File: src/rtl/pgm_ddram_responder.sv
// Responder for the PGM core's ddram_* request bus: posted-write FIFO plus single-beat Avalon-MM reads.
// Optional one-line read cache is built when PGM_DDR_RDCACHE_EN is defined.
module pgm_ddram_responder #(
  parameter int WFIFO_DEPTH = 4,
  parameter int ADDR_W      = 29
) (
  input  logic              fixed_50m_clk,
  input  logic              reset,
  input  logic              ddram_rd,
  input  logic              ddram_we,
  input  logic [ADDR_W-1:0] ddram_addr,
  input  logic [63:0]       ddram_din,
  input  logic [7:0]        ddram_be,
  output logic [63:0]       ddram_dout,
  output logic              ddram_dout_ready,
  output logic              ddram_busy,
  output logic              wr_overflow,
  output logic              avl_rd,
  output logic              avl_we,
  output logic [ADDR_W-1:0] avl_addr,
  output logic [7:0]        avl_burstcnt,
  output logic [63:0]       avl_din,
  output logic [7:0]        avl_be,
  input  logic              avl_busy,
  input  logic [63:0]       avl_dout,
  input  logic              avl_dout_ready
);
  localparam int PTR_W = $clog2(WFIFO_DEPTH);
  localparam int CNT_W = PTR_W + 1;

  typedef enum logic [2:0] {IDLE, WR, RD_ISSUE, RD_WAIT, RESP, COOL} state_t;
  state_t state_reg, state_next;

  logic [ADDR_W-1:0] fifo_addr [WFIFO_DEPTH];
  logic [63:0]       fifo_din  [WFIFO_DEPTH];
  logic [7:0]        fifo_be   [WFIFO_DEPTH];
  logic [PTR_W-1:0]  wr_ptr_reg, rd_ptr_reg;
  logic [CNT_W-1:0]  count_reg;
  logic [ADDR_W-1:0] rd_addr_reg;
  logic [63:0]       dout_reg;
  logic              overflow_reg;
  logic              push, pop, accept_rd, rsp_fill, cache_hit;
  logic [63:0]       cache_data;

  assign ddram_busy   = (count_reg == CNT_W'(WFIFO_DEPTH));
  assign push         = ddram_we && !ddram_busy;
  assign pop          = (state_reg == WR) && !avl_busy;
  assign rsp_fill     = (state_reg == RD_WAIT) && avl_dout_ready;
  assign ddram_dout   = dout_reg;
  assign wr_overflow  = overflow_reg;
  assign avl_burstcnt = 8'd1;

  always_ff @(posedge fixed_50m_clk) begin
    if (push) begin
      fifo_addr[wr_ptr_reg] <= ddram_addr;
      fifo_din[wr_ptr_reg]  <= ddram_din;
      fifo_be[wr_ptr_reg]   <= ddram_be;
    end
  end

  always_ff @(posedge fixed_50m_clk) begin
    if (reset) begin
      state_reg    <= IDLE;
      wr_ptr_reg   <= '0;
      rd_ptr_reg   <= '0;
      count_reg    <= '0;
      rd_addr_reg  <= '0;
      dout_reg     <= '0;
      overflow_reg <= 1'b0;
    end else begin
      state_reg <= state_next;
      if (push) wr_ptr_reg <= wr_ptr_reg + PTR_W'(1);
      if (pop)  rd_ptr_reg <= rd_ptr_reg + PTR_W'(1);
      case ({push, pop})
        2'b10:   count_reg <= count_reg + CNT_W'(1);
        2'b01:   count_reg <= count_reg - CNT_W'(1);
        default: count_reg <= count_reg;
      endcase
      if (ddram_we && ddram_busy) overflow_reg <= 1'b1;
      if (accept_rd) rd_addr_reg <= ddram_addr;
      if (rsp_fill) dout_reg <= avl_dout;
      else if (accept_rd && cache_hit) dout_reg <= cache_data;
    end
  end

`ifdef PGM_DDR_RDCACHE_EN
  logic              cache_valid_reg;
  logic [ADDR_W-1:0] cache_tag_reg;
  logic [63:0]       cache_data_reg;
  logic [ADDR_W-1:0] tag_after_fill;

  // A write pushed in the same cycle as a fill must still invalidate the new line.
  assign tag_after_fill = rsp_fill ? rd_addr_reg : cache_tag_reg;

  always_ff @(posedge fixed_50m_clk) begin
    if (reset) begin
      cache_valid_reg <= 1'b0;
      cache_tag_reg   <= '0;
      cache_data_reg  <= '0;
    end else begin
      if (rsp_fill) begin
        cache_valid_reg <= 1'b1;
        cache_tag_reg   <= rd_addr_reg;
        cache_data_reg  <= avl_dout;
      end
      if (push && (ddram_addr == tag_after_fill)) cache_valid_reg <= 1'b0;
    end
  end

  assign cache_hit  = cache_valid_reg && (cache_tag_reg == ddram_addr);
  assign cache_data = cache_data_reg;
`else
  assign cache_hit  = 1'b0;
  assign cache_data = '0;
`endif

  always_comb begin
    state_next       = state_reg;
    accept_rd        = 1'b0;
    avl_rd           = 1'b0;
    avl_we           = 1'b0;
    avl_addr         = '0;
    avl_din          = '0;
    avl_be           = 8'hFF;
    ddram_dout_ready = 1'b0;
    case (state_reg)
      IDLE: begin
        // A write landing this cycle is older than the read, so the read waits.
        if (count_reg != '0) begin
          state_next = WR;
        end else if (!push && ddram_rd) begin
          accept_rd  = 1'b1;
          state_next = cache_hit ? RESP : RD_ISSUE;
        end
      end
      WR: begin
        avl_we   = 1'b1;
        avl_addr = fifo_addr[rd_ptr_reg];
        avl_din  = fifo_din[rd_ptr_reg];
        avl_be   = fifo_be[rd_ptr_reg];
        if (!avl_busy) state_next = IDLE;
      end
      RD_ISSUE: begin
        avl_rd   = 1'b1;
        avl_addr = rd_addr_reg;
        if (!avl_busy) state_next = RD_WAIT;
      end
      RD_WAIT: begin
        if (avl_dout_ready) state_next = RESP;
      end
      RESP: begin
        ddram_dout_ready = 1'b1;
        state_next       = COOL;
      end
      COOL:    state_next = IDLE;
      default: state_next = IDLE;
    endcase
  end
endmodule

File: config.mk
export PLATFORM = sky130hd
export DESIGN_NAME = pgm_ddram_responder
export DESIGN_NICKNAME = d
export VERILOG_FILES = /design/src/rtl/pgm_ddram_responder.sv
export SDC_FILE = /design/constraint.sdc
export NUM_CORES = 1
export LEC_CHECK = 0
export CORE_AREA = 2 2 189 191
export DETAILED_ROUTE_END_ITERATION = 8
export DIE_AREA = 0 0 191 193
export GPL_TIMING_DRIVEN = 0
export PLACE_DENSITY = 0.86
export SYNTH_ARGS = -nofsm -noshare
export SYNTH_HDL_FRONTEND = slang
export SYNTH_SLANG_ARGS = --single-unit
export TNS_END_PERCENT = 10
File: constraint.sdc
create_clock -name fixed_50m_clk -period 9.4 [get_ports fixed_50m_clk]
set_input_delay 2.82 -clock fixed_50m_clk [delete_from_list [all_inputs] [get_ports fixed_50m_clk]]
set_output_delay 2.82 -clock fixed_50m_clk [all_outputs]
set_load 0.1 [all_outputs]
==> results.toml <==
[floorplan]
coreArea_mm2 = 0.03496
rows = 69
dieWidth_um = 191
num_io_pins = 349
die_area_mm2 = 0.03686
fp.dieH_um = 193
initial_core_util_pct = 55.91

[worst_hold_path]
hold_depth = 2
hold_path_class = "flop to flop"
holdPathEnd = "ddram_dout[62]"
hold_start = "ddram_dout[62]"

[setup_path]
end_kind = "primary output"
cp.required_ns = 6.58
crit_path_start_kind = "flop"
r2r-start = "count_reg[2]"
crit_type = "flop to primary output"
r2r_setup_slack_ns = 6.98
arrival_ns = 3.89
worstRegToRegCells = 11
r2r_end = "count_reg[2]"
crit_fanout = 10

[timing]
worstMarginPinSlew_ns = 1.086
hold_viol = 0
fmax_ghz = 0.1491
grt_setup_unrepaired = "false"
fin_ws_ns = 2.692
finalClockSkew_ns = 0.01149
relSlewSlack_pct = 27.37
drv_slew = 0
hold_ws_ns = 0.4556
fin_crit_ns = 6.708
setup_tns_ns = 0
period_share_pct = 71.36
setup_violations = 0

[route]
wire_per_inst_um = 23.19
routed_wl_mm = 47.55
drtIter0Drc = 949
first_pass_iters = 5
post_drt_via_cell_ratio = 5.675
ant_nets = 0
num_vias = 11640
drc = 0

[finish]
regMostFlops = "fifo_din"
nNetsFinal = 1724
drive_gt1_share_pct = 13.91
largest_reg_flops = 256
utilization_pct = 72.92
area_delta_synth_final_pct = 30.42

[clock_tree]
cts.path.max_buffers = 3
post_cts_buffers = 0
clk_latency_ns = 0.58
cts_root_buf = "clkbuf_16"
ctsResizeCount = 0
clkSinkCount = 510
cts_buffers = 51
clk_pin_slew_ns = 0.06
hold_buffers = 0
h-tree-depth = 2
cts_tree = "built"

[synthesis]
synth_top_family_by_area = "multiplexers"
synth_xor_area_share_pct = 0.08960
synthAdderAreaFrac_pct = 0.4224
seq_area_frac_synth_pct = 72.91
yosys.area.top_type = "edfxtp_1"
synth_seq_cells = 510
async_flop_share_pct = 0
synthSimpleGateAreaFrac_pct = 7.642
synth.avg_cell_area_um2 = 17.09
synth_top_area_share_pct = 62.05
synth_mux_area_share_pct = 13.12
synth_compound_area_share_pct = 3.571
yosysWarnings = 0
synthDistinctLibCells = 41
ys_top_cells_by_area = "edfxtp_1 62%, mux4_2 12%, dfxtp_1 11%"
netlist_instances = 1144
synthFlopType = "edfxtp_1"
synth_edf_count = 404
synth_area_mm2 = 0.01955

[place]
pre_cts_ws_ns = 3.249
place_hpwl_mm = 30.40
io_buffers = 338
place_congestion = 0.7945

[global_route]
antenna_found_initial = 4
grt_busiest_layer = "met2"
grt_max_degree = 57
grt_util_met1_pct = 32.97
grt_overflow_total = 0
grt_pass1_vias = 11970
grt_pass1_wl_mm = 69.58
use_met2_pct = 43.67
grt_use_met3_pct = 5.249
grt.total_usage_pct = 25.50

[status]
status = "complete, no violations"

[run]
maxCapViolCount = 0

[pwr]
pwr_density_cell_mw_per_mm2 = 259.3
fin_total_pwr_mw = 6.612
ir_worst_vdd_mv = 0.2164
power.leakage_nw = 8.324
-- power breakdown --
group,switching [mW],leakage (nW),total (mW),internal [mW]
Combinational,1.31,2.89,1.84,0.525
Sequential,0.0489,4.57,2.64,2.59
Clock,0.829,0.870,2.14,1.31
Total,2.19,8.32,6.61,4.42
-- cell type report --
type	count	area [um^2]
Sequential cell	510	14250
Fill cell	2129	9468
Multi-Input combinational cell	549	4907
Timing Repair Buffer	344	3548
Clock buffer	75	1481
Tap cell	461	576.8
Buffer	81	394.1
Clock inverter	20	295.3
Inverter	10	37.54
Antenna cell	1	2.502
-- placed cells by master, fill, tap and decap left out, types with 9 or more instances in the layout --
cell type and instances:
edfxtp_1 404, a21oi_1 74, clkdlybuf4s50_1 338, nand2b_1 68
a22o_1 29, buf_4 9, clkbuf_16 55, buf_2 20
nor2_1 9, dfxtp_1 106, mux4_2 101, nand2_1 129
mux2i_1 29, clkbuf_1 65, and2_1 64
-- stage by stage --
step	cells	area, um^2
2_1_floorplan	1150	19570
3_3_place_gp	1949	23530
3_5_place_dp	1955	23720
4_1_cts	2050	25490
5_1_grt	2051	25500
6_report	2051	25500
-- per-layer routing --
metal | vias up | routed length (um)
met1 | 5959 | 18320
met5 | - | 23
met3 | 85 | 3433
met2 | 456 | 24510
li1 | 5136 | -
met4 | 4 | 1262
-- worst max-delay path by stage --
stage | startpoint | to | cells past startpoint
6_report | flop | avl_addr[23] | 5
5_1_grt | state_reg[0] | avl_din[41] | 7
4_1_cts | flop | avl_addr[23] | 5
3_5_place_dp | flop | avl_addr[23] | 5
3_3_place_gp | ddram_we | fifo_din[0][15] | 2
2_1_floorplan | ddram_we | fifo_addr[0][0] | 1
-- critical path, stage by stage, from the launching register on --
cell and delay [ns]:
dfxtp_1 0.32, clkbuf_1 0.66, clkbuf_1 0.62, mux4_2 0.33, a22o_1 0.21, clkdlybuf4s50_1 1.16
-- logic make-up after synthesis --
kind of cell             Yosys count
buffers and inverters             91
XOR/XNOR                           2
other                              2
multiplexers                     130
flip-flops                       510
adder cells (fa/ha/maj)            6
AND/OR/NAND/NOR                  289
AO/OA/AOI/OAI                    114
-- cells in the mapped netlist, drive strengths merged (2+ instances only) --
library cell / n
dfxtp: 106
conb: 2
o21ai: 4
nor2: 9
ha: 5
nand2: 129
nand2b: 68
buf: 33
mux2i: 29
and3: 4
edfxtp: 404
mux4: 101
or3b: 2
nor3b: 2
a22o: 29
and2: 64
xor2: 2
a21oi: 74
o31ai: 2
or3: 3
clkbuf: 48
nand3: 2
inv: 10
No activity file was read; power rests on OpenSTA's default activity.
